File: src/rtl/fifo_burst_reader_pkg.sv
// Shared definitions for the FIFO burst reader: FSM encoding and timer sizing.
package fifo_burst_reader_pkg;

  typedef enum logic [1:0] {
    ST_IDLE  = 2'd0,
    ST_BURST = 2'd1,
    ST_DRAIN = 2'd2
  } state_t;

  // A disabled timeout (0) still needs a 1-bit counter to keep widths legal.
  function automatic int timer_w(input int timeout);
    return (timeout > 0) ? $clog2(timeout + 1) : 1;
  endfunction

endpackage

File: src/rtl/fifo_burst_reader_stream_out_reg.sv
// Single-entry valid/ready output register carrying data plus the last flag.
module fifo_burst_reader_stream_out_reg #(
  parameter int DW = 64
) (
  input  logic          clk,
  input  logic          rst_n,
  input  logic          load,
  input  logic [DW-1:0] load_data,
  input  logic          load_last,
  input  logic          m_ready,
  output logic [DW-1:0] m_data,
  output logic          m_valid,
  output logic          m_last
);

  logic [DW:0] word_p0;
  logic        vld_p0;

  // Output stage: a load always wins; otherwise an accepted beat empties the register.
  always_ff @(posedge clk or negedge rst_n) begin
    if (!rst_n) begin
      word_p0 <= '0;
      vld_p0  <= 1'b0;
    end else if (load) begin
      word_p0 <= {load_last, load_data};
      vld_p0  <= 1'b1;
    end else if (vld_p0 && m_ready) begin
      vld_p0  <= 1'b0;
    end
  end

  assign m_data  = word_p0[DW-1:0];
  assign m_last  = word_p0[DW];
  assign m_valid = vld_p0;

endmodule

File: src/rtl/fifo_burst_reader.sv
// Read-side FIFO controller: drains first-word-fall-through data in bursts onto a registered stream.
module fifo_burst_reader
  import fifo_burst_reader_pkg::*;
#(
  parameter int AW        = 5,
  parameter int DW        = 64,
  parameter int BURST_LEN = 8,
  parameter int TIMEOUT   = 256
) (
  input  logic          clk,
  input  logic          rst_n,
  input  logic [DW-1:0] fifo_dout,
  input  logic [AW:0]   fifo_cntr,
  input  logic          fifo_empty,
  output logic          fifo_rd,
  input  logic          flush,
  output logic [DW-1:0] m_data,
  output logic          m_valid,
  input  logic          m_ready,
  output logic          m_last,
  output logic [AW:0]   burst_len,
  output logic          busy
);

  localparam int              TW    = timer_w(TIMEOUT);
  localparam bit              TO_EN = (TIMEOUT != 0);
  localparam logic [TW-1:0]   TO    = TW'(TIMEOUT);
  localparam logic [TW-1:0]   T_ONE = TW'(1);
  localparam logic [AW:0]     BL    = (AW+1)'(BURST_LEN);
  localparam logic [AW:0]     ONE   = (AW+1)'(1);

  state_t        state, state_nx;
  logic [AW:0]   issued;
  logic [AW:0]   issued_inc;
  logic [AW:0]   len_nx;
  logic [TW-1:0] idle_timer;
  logic          start_full, start_part, start;
  logic          load_last;

  assign issued_inc = issued + ONE;
  assign start_full = (fifo_cntr >= BL);
  assign start_part = (fifo_cntr != '0) && (flush || (TO_EN && (idle_timer == TO)));
  assign len_nx     = start_full ? BL : fifo_cntr;
  assign load_last  = (issued_inc == burst_len);
  assign busy       = (state != ST_IDLE);

  always_comb begin
    state_nx = state;
    fifo_rd  = 1'b0;
    start    = 1'b0;
    unique case (state)
      ST_IDLE: begin
        if (start_full || start_part) begin
          state_nx = ST_BURST;
          start    = 1'b1;
        end
      end
      ST_BURST: begin
        fifo_rd = !fifo_empty && (!m_valid || m_ready) && (issued < burst_len);
        if (fifo_rd && load_last) state_nx = ST_DRAIN;
      end
      ST_DRAIN: begin
        if (m_valid && m_ready && m_last) state_nx = ST_IDLE;
      end
      default: state_nx = ST_IDLE;
    endcase
  end

  // Control stage: state, per-burst word count and idle timer.
  always_ff @(posedge clk or negedge rst_n) begin
    if (!rst_n) begin
      state      <= ST_IDLE;
      issued     <= '0;
      burst_len  <= '0;
      idle_timer <= '0;
    end else begin
      state <= state_nx;
      if (start) begin
        burst_len <= len_nx;
        issued    <= '0;
      end else if (fifo_rd) begin
        issued <= issued_inc;
      end else if ((state == ST_DRAIN) && (state_nx == ST_IDLE)) begin
        issued <= '0;
      end
      // The timer only measures how long words have waited while no burst is open.
      if (state == ST_IDLE) begin
        if (start || (fifo_cntr == '0)) idle_timer <= '0;
        else if (idle_timer != TO)      idle_timer <= idle_timer + T_ONE;
      end
    end
  end

  fifo_burst_reader_stream_out_reg #(.DW(DW)) u_out (
    .clk       (clk),
    .rst_n     (rst_n),
    .load      (fifo_rd),
    .load_data (fifo_dout),
    .load_last (load_last),
    .m_ready   (m_ready),
    .m_data    (m_data),
    .m_valid   (m_valid),
    .m_last    (m_last)
  );

endmodule

File: config.mk
export PLATFORM = sky130hd
export DESIGN_NAME = fifo_burst_reader
export DESIGN_NICKNAME = d
export VERILOG_FILES = /design/src/rtl/fifo_burst_reader_pkg.sv /design/src/rtl/fifo_burst_reader_stream_out_reg.sv /design/src/rtl/fifo_burst_reader.sv
export SDC_FILE = /design/constraint.sdc
export NUM_CORES = 1
export LEC_CHECK = 0
export BUFFER_PORTS_ARGS = -buffer_cell sky130_fd_sc_hd__buf_4
export CELL_PAD_IN_SITES_DETAIL_PLACEMENT = 1
export CELL_PAD_IN_SITES_GLOBAL_PLACEMENT = 2
export CORE_AREA = 2 2 114 116
export DETAILED_ROUTE_END_ITERATION = 12
export DIE_AREA = 0 0 116 118
export PLACE_DENSITY_LB_ADDON = 0.1
export SLEW_MARGIN = 20
export SYNTH_ARGS = -nofsm -noshare
export SYNTH_HDL_FRONTEND = slang
export SYNTH_SLANG_ARGS = --single-unit
File: constraint.sdc
create_clock -name clk -period 2.35 [get_ports clk]
set_input_delay 0.47 -clock clk [delete_from_list [all_inputs] [get_ports clk]]
set_output_delay 0.47 -clock clk [all_outputs]
set_load 0.1 [all_outputs]
==> results of run 1 <==
==> cell usage after synthesis, drive strengths merged <==
cell and instances:
a211o 2, a211oi 2, a21oi 4, a221o 1, a22o 4, a31oi 2, and2 1, and3 4
and3b 2, and4 2, buf 9, clkbuf 1, dfrtp 89, ha 9, inv 9, mux2 66
nand2 13, nand2b 3, nand3 7, nand4 1, nor2 10, nor2b 4, nor3 3, nor4 2
nor4b 2, o211a 1, o21ai 6, or3 2, or4 1, xnor2 11, xor2 8
==> per-layer routing <==
layer | vias to the layer above | part of all wire, % | GRT usage, %
li1 | 1320 | - | -
met1 | 1408 | 40 | 16.9
met2 | 80 | 52 | 25.3
met3 | 13 | 6.5 | 3.71
met4 | 0 | 1.8 | 6.25
met5 | - | 0 | 0
==> cells in the final DEF (no fill, tap or decap), types with 5 or more instances in the layout <==
cell,n
buf_4,165
clkbuf_16,9
dfrtp_1,83
ha_1,8
inv_1,7
mux2_2,66
nand2_1,13
nand3_1,6
nor2_1,10
o21ai_0,5
xnor2_1,11
xor2_1,8
==> flip-flops by register name (all words and copies together), names as in the netlist <==
| register | flops |
|---|---|
| burst_len | 6 |
| idle_timer | 9 |
| issued | 6 |
| state | 2 |
| u_out.m_valid | 1 |
| u_out.word_p0 | 65 |
==> per-stage QoR <==
step           std cells  worst slack [ns]  power (W)  hold slack, ns
6_report             627            0.0298    0.00550          0.0924
3_5_place_dp         608            0.0329    0.00421           0.478
5_1_grt              627           -0.0467    0.00574           0.133
2_1_floorplan        281          0.000588    0.00361           0.174
3_3_place_gp         608             0.104    0.00418           0.473
4_1_cts              627           0.00107    0.00559           0.109
==> final cells by class <==
class	count	area (sq um)	area share [%]
repair buffers	168	1290	23.1
inverters	9	36.3	0.650
multi-input cells	173	1530	27.3
well taps	172	215	3.86
clock buffers	10	229	4.10
flip-flops and latches	89	2240	40.1
clock inverters	6	43.8	0.785
==> repair_timing <==
item	CTS	global route
hold buffers	0	0
pin swaps	3	1
gates cloned	0	0
resized for setup	9	2
buffers inserted	3	0
endpoints found under the setup margin	1	22
==> worst reg2reg max path, delay by kind of cell, from the launching register on <==
kind,cells,cell delay [ns]
compound gates,2,0.35
fa+ha+maj,1,0.20
buf+inv,3,0.47
flops,1,0.48
mux,1,0.37
simple gates,1,0.22
==> where the power goes <==
part | total, W | internal [W] | switching [W]
logic | 0.00230 | 0.000633 | 0.00167
clock network | 0.00132 | 0.000718 | 0.000605
registers | 0.00188 | 0.00174 | 0.000131
total | 0.00550 | 0.00310 | 0.00240
==> path summary, 6_finish.rpt <==
kind	from	endpoint
max in group asynchronous	rst_n	u_out.word_p0[17]$_DFFE_PN0P_
worst max register to register	burst_len[5]$_DFFE_PN0P_	u_out.word_p0[52]$_DFFE_PN0P_
worst max-delay path	burst_len[5]$_DFFE_PN0P_	fifo_rd
worst min-delay path	rst_n	u_out.word_p0[5]$_DFFE_PN0P_
min in group clk	fifo_dout[33]	u_out.word_p0[33]$_DFFE_PN0P_
worst min register to register	u_out.word_p0[11]$_DFFE_PN0P_	u_out.word_p0[11]$_DFFE_PN0P_
==> cell families (layout without fill, tap and decap cells) <==
family | Yosys count | in the layout | share of synthesized area [%]
flops | 89 | 89 | 58.4
mux | 66 | 66 | 19.5
simple gates | 57 | 57 | 8.41
compound gates | 22 | 22 | 4.10
xor+xnor | 19 | 19 | 4.37
buf+inv | 19 | 193 | 2.23
fa+ha+maj | 9 | 9 | 2.95
==> results.py, run 1 <==
metrics = {
    "critical_path": {
        "path_depth": 6,
        "cp_top_family": "flip-flops",
        "cp_max_fo": 3,
        "worstPathArrival_ns": 1.85,
        "crit_path_top_delay_cell": "dfrtp_4",
        "crit_buf_inv": 2,
        "rrSetupSlack_ns": 0.13,
        "start_kind": "flip-flop",
        "crit_type": "reg -> out",
        "slowest_delay_ns": 0.48,
        "timing.critical_path.required_ns": 1.88,
        "crit_chain": "inv_4 -> ha_4 -> a211oi_2 -> o211a_1 -> and3_4 -> buf_12",
        "setup.worst_path.end_class": "output port",
        "worstRegToRegCells": 8,
    },
    "synthesis": {
        "yosysTopAreaCell": "dfrtp_1",
        "yosysSeqAreaShare_pct": 58.4,
        "ys_ff_latch": 89,
        "netlist_area_sq_um": 3810,
        "ys_warn_count": 0,
        "yosysUniqueCellTypes": 36,
        "synth_top_area_share_pct": 58.4,
        "syn-mean-instance-area_sq_um": 13.6,
        "syn_inst": 281,
        "synth.area.top_cells": "dfrtp_1 (58%), mux2_2 (20%), ha_1 (3.0%)",
        "syn_nets": 365,
    },
    "routing": {
        "routed_wl_mm": 9.77,
        "drt_iter0_drc": 64,
        "route.detailed.drc": 0,
        "via_count": 2821,
        "ant_nets": 0,
        "routedWlPerCell_microns": 15.6,
        "via_per_inst": 4.50,
        "drt-pass1-iter-count": 4,
    },
    "floorplanning": {
        "start_util_pct": 30.7,
        "fp.dieH_microns": 118,
        "fp.coreArea_sq_um": 12400,
        "die_w_microns": 116,
        "die_area_sq_um": 13700,
        "row_count": 41,
        "io_pins": 149,
    },
    "timing": {
        "worstMarginPinSlew_ns": 0.496,
        "drv_slew": 0,
        "fin_tns_setup_ns": 0,
        "setup-violations-final": 0,
        "fin_crit_sh_pct": 98.7,
        "layout_min_cycle_time_ns": 2.32,
        "fin_worst_skew_ns": 0.00801,
        "hold_violations": 0,
        "maxSlewHeadroom_pct": 66.9,
        "rsz0062_at_grt": "yes",
        "fmax_mhz": 431,
    },
    "clocking": {
        "clk_pin_slew_worst_paths_ns": 0.06,
        "htreeDepth": 3,
        "root_buffer": "clkbuf_16",
        "cts_buffer_depth": 2,
        "cts_made_buffers": 9,
        "insertion_delay_ns": 0.34,
        "cts.sink_count": 89,
        "cts_tree": "built",
    },
    "worst_hold_path": {
        "hold_path.class": "in -> async",
    },
    "power": {
        "power_density_nw_per_um2": 985,
        "ir_drop_uv": 491,
        "p_leak_nw": 2.60,
    },
    "global_routing": {
        "grt_pass1_vias": 3013,
        "grt_max_degree": 42,
        "grt_pass1_wl_mm": 15.4,
        "grt_use_total_pct": 14.6,
        "grt.overflow.total": 0,
        "antenna_found_initial": 0,
    },
    "outcome": {
        "status": "complete, no violations",
    },
    "placed_design": {
        "placed_cell_area_sq_um": 5240,
        "port_buffers": 148,
        "routabilityCongestion": 0.707,
        "hpwl_mm": 7.51,
    },
    "final_layout": {
        "fin_nets": 534,
        "stdcell_area_sq_um": 5580,
        "diodes": 0,
        "drive_gt1_share_pct": 58.5,
        "syn2layout_area_growth_pct": 46.4,
        "final_core_utilization_pct": 44.9,
        "fillerInstances": 1353,
    },
    "job": {
        "drv_cap": 0,
    },
}
(Power assumes the default switching activity.)
==> run 2: changes to the inputs <==
==> constraint.sdc (replaced) <==
create_clock -name clk -period 2.35 [get_ports clk]
set_input_delay 0.3525 -clock clk [delete_from_list [all_inputs] [get_ports clk]]
set_output_delay 0.3525 -clock clk [all_outputs]
set_load 0.1 [all_outputs]
==> run 2 against run 1 <==
Effect of this change:
- clock-buffer cell count grew 1
- global-route usage shrank 0.30 points
- maximum frequency is essentially flat
- clock power grew 11%
- critical path type unchanged
- highest routed layer unchanged
==> results.py, run 2 (synthesis results as in run 1) <==
metrics = {
    "critical_path": {
        "worstPathArrival_ns": 1.97,
        "setup.worst_path.end_class": "output port",
        "rrSetupSlack_ns": 0.06,
        "cp_max_fo": 3,
        "timing.critical_path.required_ns": 2.00,
        "r2r-start": "burst_len[5]$_DFFE_PN0P_",
        "worstRegToRegCells": 9,
        "r2r_end": "u_out.word_p0[55]$_DFFE_PN0P_",
        "crit_type": "reg -> out",
        "start_kind": "flip-flop",
    },
    "timing": {
        "drv_slew": 0,
        "worstMarginPinSlew_ns": 0.539,
        "layout_min_cycle_time_ns": 2.32,
        "hold_slack_ns": 0.000812,
        "fin_worst_skew_ns": 0.00346,
        "fmax_mhz": 431,
        "fin_crit_sh_pct": 98.6,
        "maxSlewHeadroom_pct": 64.0,
        "setup-violations-final": 0,
        "hold_violations": 0,
        "rsz0062_at_grt": "yes",
    },
    "outcome": {
        "status": "complete, no violations",
    },
    "placed_design": {
        "port_buffers": 148,
        "hpwl_mm": 7.03,
        "routabilityCongestion": 0.730,
    },
    "final_layout": {
        "fillerInstances": 1344,
        "syn2layout_area_growth_pct": 47.3,
        "final_cell_mix": "buf_4 (155), dfrtp_1 (83), mux2_2 (66)",
        "top_register": "u_out.word_p0",
        "drive_gt1_share_pct": 58.1,
        "final_core_utilization_pct": 45.2,
        "fin_nets": 528,
        "largest_register_ffs": 65,
        "top_regs": "u_out.word_p0: 65 flops, idle_timer: 9 flops",
        "mostFrequentLayoutCell": "buf_4",
        "multi_input_area_sq_um": 1530,
        "register_area_sq_um": 2240,
        "diodes": 0,
    },
    "clocking": {
        "insertion_delay_ns": 0.34,
        "cts_made_buffers": 9,
        "cts_tree": "built",
        "clk_pin_slew_worst_paths_ns": 0.06,
        "root_buffer": "clkbuf_16",
        "htreeDepth": 3,
        "cts.sink_count": 89,
        "cts_buffer_depth": 2,
    },
    "global_routing": {
        "grt_pass1_vias": 2913,
        "antenna_found_initial": 0,
        "grt.overflow.total": 0,
        "grt_max_degree": 52,
        "grt_use_total_pct": 14.3,
        "grt_pass1_wl_mm": 15.0,
    },
    "routing": {
        "ant_nets": 0,
        "drt_iter0_drc": 63,
        "drt-pass1-iter-count": 4,
        "via_count": 2764,
        "via_per_inst": 4.45,
        "routedWlPerCell_microns": 15.2,
        "routed_wl_mm": 9.44,
        "route.detailed.drc": 0,
    },
    "worst_hold_path": {
        "hold_path.class": "in -> async",
    },
    "floorplanning": {
        "io_pins": 149,
        "row_count": 41,
        "die_area_sq_um": 13700,
        "fp.dieH_microns": 118,
        "fp.coreArea_sq_um": 12400,
        "die_w_microns": 116,
        "start_util_pct": 30.7,
    },
    "power": {
        "p_leak_nw": 2.62,
        "power_density_nw_per_um2": 1000,
        "ir_drop_uv": 494,
    },
    "job": {
        "drv_cap": 0,
    },
}
## run 2: cell count changes in the layout (fill, tap and decap cells not counted), moves of 2 or more
cell	before	now
buf_12	2	4
buf_4	165	155
clkbuf_8	0	2
clkinv_2	1	3
clkinvlp_4	4	0
## run 2: where the power goes
part / switching [W] / leakage [nW] / internal, W / total [W]
clock: 0.000586 / 0.155 / 0.000878 / 0.00146
sequential: 0.000134 / 1.06 / 0.00174 / 0.00188
combinational: 0.00166 / 1.41 / 0.000635 / 0.00229
total: 0.00238 / 2.62 / 0.00326 / 0.00563
## run 2: worst max-delay path by stage
stage,from,endpoint,cells after the start
after global routing,burst_len[5]$_DFFE_PN0P_,fifo_rd,7
after floorplan,burst_len[4]$_DFFE_PN0P_,u_out.word_p0[60]$_DFFE_PN0P_,8
after CTS,burst_len[5]$_DFFE_PN0P_,fifo_rd,7
final,burst_len[5]$_DFFE_PN0P_,fifo_rd,7
after detailed placement,burst_len[5]$_DFFE_PN0P_,u_out.word_p0[12]$_DFFE_PN0P_,7
after global placement,burst_len[5]$_DFFE_PN0P_,u_out.word_p0[35]$_DFFE_PN0P_,7
## run 2: layout make-up
cell class	count	share of cell area [%]
clock buffer	11	4.50
clock inverter	5	0.958
inverter	9	0.602
multi-input combinational	173	27.2
sequential	89	39.9
tap	172	3.83
timing repair buffer	162	23.0
## run 2: timing repair
item                                    in CTS  in global routing
pin swaps                                    2                  1
hold buffers                                 0                  0
buffers inserted                             4                  0
gates resized for setup                      7                  4
cloned                                       0                  1
endpoints found under the setup margin       1                 60
## run 2: metrics by stage
step	instance area, sq um	worst slack (ns)	power (W)	setup TNS, ns	cells
after floorplan	3860	0.00327	0.00361	0	281
after global placement	5210	0.106	0.00417	0	601
after detailed placement	5210	0.0711	0.00419	0	601
after CTS	5580	0.000902	0.00571	0	621
after global routing	5610	-0.0637	0.00589	-0.535	621
final	5610	0.0320	0.00563	0	621
## run 2: per-layer routing
metal | GRT usage [%] | vias to the layer above | part of all wire (%)
li1 | - | 1313 | -
met1 | 17.7 | 1357 | 41
met2 | 23.5 | 82 | 51
met3 | 4.02 | 12 | 6.5
met4 | 5.80 | 0 | 1.5
met5 | 0 | - | 0
## run 2: worst max-delay path: stages (launching register included)
cell and delay (ns):
dfrtp_4 0.47, inv_2 0.08, ha_4 0.21, a211oi_2 0.20
o211a_1 0.18, and3_4 0.21, buf_12 0.11, buf_12 0.16
==> run 3: changes to the inputs <==
Settings changed: CORE_AREA 2 2 114 116 to 2 2 120 122, DIE_AREA 0 0 116 118 to 0 0 122 124.
Clock period 2.35 ns to 1.9 ns, I/O delays scaled along.
==> run 3 against run 2 <==
Effect of this change:
- the run now ends with setup timing left
- die area grew 11%
- clock-buffer cell count unchanged
- non-clock buffer count up 39
- sequential share of layout area decreased by 2.6 points
- first-iteration DRC count shrank 4.8%
- final area increased by 7.3%
- critical path depth down 1
- clock power is 14% higher
- sequential power is 23% higher
- critical endpoint unchanged
- largest power group unchanged
==> results.py, run 3 (synthesis results as in run 1) <==
metrics = {
    "critical_path": {
        "worstPathArrival_ns": 1.89,
        "r2r-start": "burst_len[5]$_DFFE_PN0P_",
        "startpoint": "burst_len[5]$_DFFE_PN0P_",
        "worstRegToRegCells": 8,
        "rrSetupSlack_ns": -0.23,
        "timing.critical_path.required_ns": 1.62,
        "cp_max_fo": 5,
        "start_kind": "flip-flop",
        "crit_type": "reg -> out",
        "setup.worst_path.end_class": "output port",
    },
    "final_layout": {
        "fin_nets": 567,
        "mostFrequentLayoutCell": "buf_4",
        "top_register": "u_out.word_p0",
        "stdcell_area_sq_um": 6020,
        "diodes": 0,
        "syn2layout_area_growth_pct": 58.1,
        "final_cells": 668,
        "top_regs": "u_out.word_p0: 65 flops, idle_timer: 9 flops",
        "drive_gt1_share_pct": 63.3,
        "largest_register_ffs": 65,
        "final_cell_mix": "buf_4 (192), dfrtp_1 (83), mux2_2 (61)",
    },
    "timing": {
        "hold_violations": 0,
        "layout_min_cycle_time_ns": 2.18,
        "drv_slew": 0,
        "setup_slack_ns": -0.278,
        "setup-violations-final": 72,
        "fin_worst_skew_ns": 0.0106,
        "worstMarginPinSlew_ns": 0.350,
        "fin_tns_setup_ns": -14.25,
        "fmax_mhz": 459,
        "maxSlewHeadroom_pct": 76.5,
        "fin_crit_sh_pct": 115,
        "rsz0062_at_grt": "yes",
    },
    "routing": {
        "routedWlPerCell_microns": 15.8,
        "drt-pass1-iter-count": 4,
        "drt_iter0_drc": 60,
        "via_per_inst": 4.40,
        "route.detailed.drc": 0,
        "ant_nets": 0,
        "routed_wl_mm": 10.6,
        "via_count": 2936,
    },
    "global_routing": {
        "grt_pass1_wl_mm": 16.2,
        "grt_max_degree": 53,
        "antenna_found_initial": 0,
        "grt.overflow.total": 0,
        "grt_use_total_pct": 14.1,
        "grt_pass1_vias": 3174,
    },
    "floorplanning": {
        "start_util_pct": 27.8,
        "io_pins": 149,
        "fp.coreArea_sq_um": 13700,
        "row_count": 43,
        "fp.dieH_microns": 124,
        "die_w_microns": 122,
        "die_area_sq_um": 15100,
    },
    "power": {
        "ir_drop_uv": 427,
        "p_leak_nw": 2.81,
        "combPwrFrac_pct": 43.3,
        "p_sw_w": 0.00306,
        "switching_share_pct": 43.6,
        "power_density_nw_per_um2": 1170,
        "internal-power_w": 0.00396,
        "p_clk_share_pct": 23.7,
        "pwr-share-seq_pct": 33.0,
    },
    "clocking": {
        "cts.sink_count": 89,
        "cts_tree": "built",
        "cts_buffer_depth": 2,
        "root_buffer": "clkbuf_16",
        "cts_made_buffers": 9,
        "htreeDepth": 3,
        "insertion_delay_ns": 0.34,
        "clk_pin_slew_worst_paths_ns": 0.07,
    },
    "placed_design": {
        "post-place-ws_ns": -0.239,
        "hpwl_mm": 7.76,
        "routabilityCongestion": 0.755,
        "placed_cell_area_sq_um": 5550,
        "port_buffers": 148,
        "place_inst": 640,
    },
    "worst_hold_path": {
        "hp-start": "fifo_dout[38]",
        "hold_path.class": "in -> reg",
        "hold_depth": 2,
    },
    "outcome": {
        "violations": "setup timing",
        "status": "finished, violations left",
    },
    "job": {
        "drv_cap": 0,
    },
}
## run 3: worst max-delay path, cell delays in order (launching register included)
cell      delay [ns]
dfrtp_4         0.49
inv_4           0.07
ha_4            0.20
a211oi_2        0.19
o211a_1         0.19
and3_4          0.23
buf_12          0.18
## run 3: layer usage
metal / wire length, microns / GRT usage [%] / vias up / share of wire [%]
met4: 161 / 5.82 / 0 / 1.5
met1: 4350 / 16.8 / 1457 / 41
met2: 5430 / 24.3 / 79 / 51
met3: 626 / 3.39 / 10 / 5.9
met5: 0 / 0 / - / 0
li1: - / - / 1390 / -
## run 3: worst paths after layout
path                                                  to
min in group asynchronous      idle_timer[1]$_DFFE_PN0P_
max                                              fifo_rd
min                        u_out.word_p0[38]$_DFFE_PN0P_
max in group asynchronous  u_out.word_p0[49]$_DFFE_PN0P_
max reg2reg                u_out.word_p0[25]$_DFFE_PN0P_
min reg2reg                 u_out.word_p0[6]$_DFFE_PN0P_
## run 3: layout make-up
cell class	instances	area, sq um
Inverter	9	45.0
Fill cell	1486	7690
Sequential cell	89	2250
Clock buffer	11	233
Timing Repair Buffer	201	1620
Multi-Input combinational cell	173	1610
Tap cell	180	225
Clock inverter	5	40.0
## run 3: repair_timing
action / CTS / global route
endpoints found under the setup margin: 74 / 77
hold endpoints to repair: 20 / 0
hold buffers: 1 / 0
buffers inserted: 4 / 4
gates cloned: 1 / 2
resized for setup: 10 / 4
pin swaps: 2 / 3
## run 3: power groups by stage
stage               sequential (W)  clock (W)  combinational (W)
finish                     0.00232    0.00166            0.00304
CTS                        0.00232    0.00174            0.00302
detailed placement         0.00236          0            0.00297
global placement           0.00234          0            0.00295
floorplan                  0.00394          0           0.000561
global route               0.00235    0.00181            0.00318
## run 3: stage by stage
stage | utilization [%] | hold WS, ns | power (W)
2_1_floorplan | - | -0.0106 | 0.00450
3_3_place_gp | 40.4 | 0.215 | 0.00529
3_5_place_dp | 40.4 | 0.218 | 0.00533
4_1_cts | 43.2 | 0.154 | 0.00708
5_1_grt | 43.9 | 0.157 | 0.00734
6_report | 43.9 | 0.168 | 0.00702
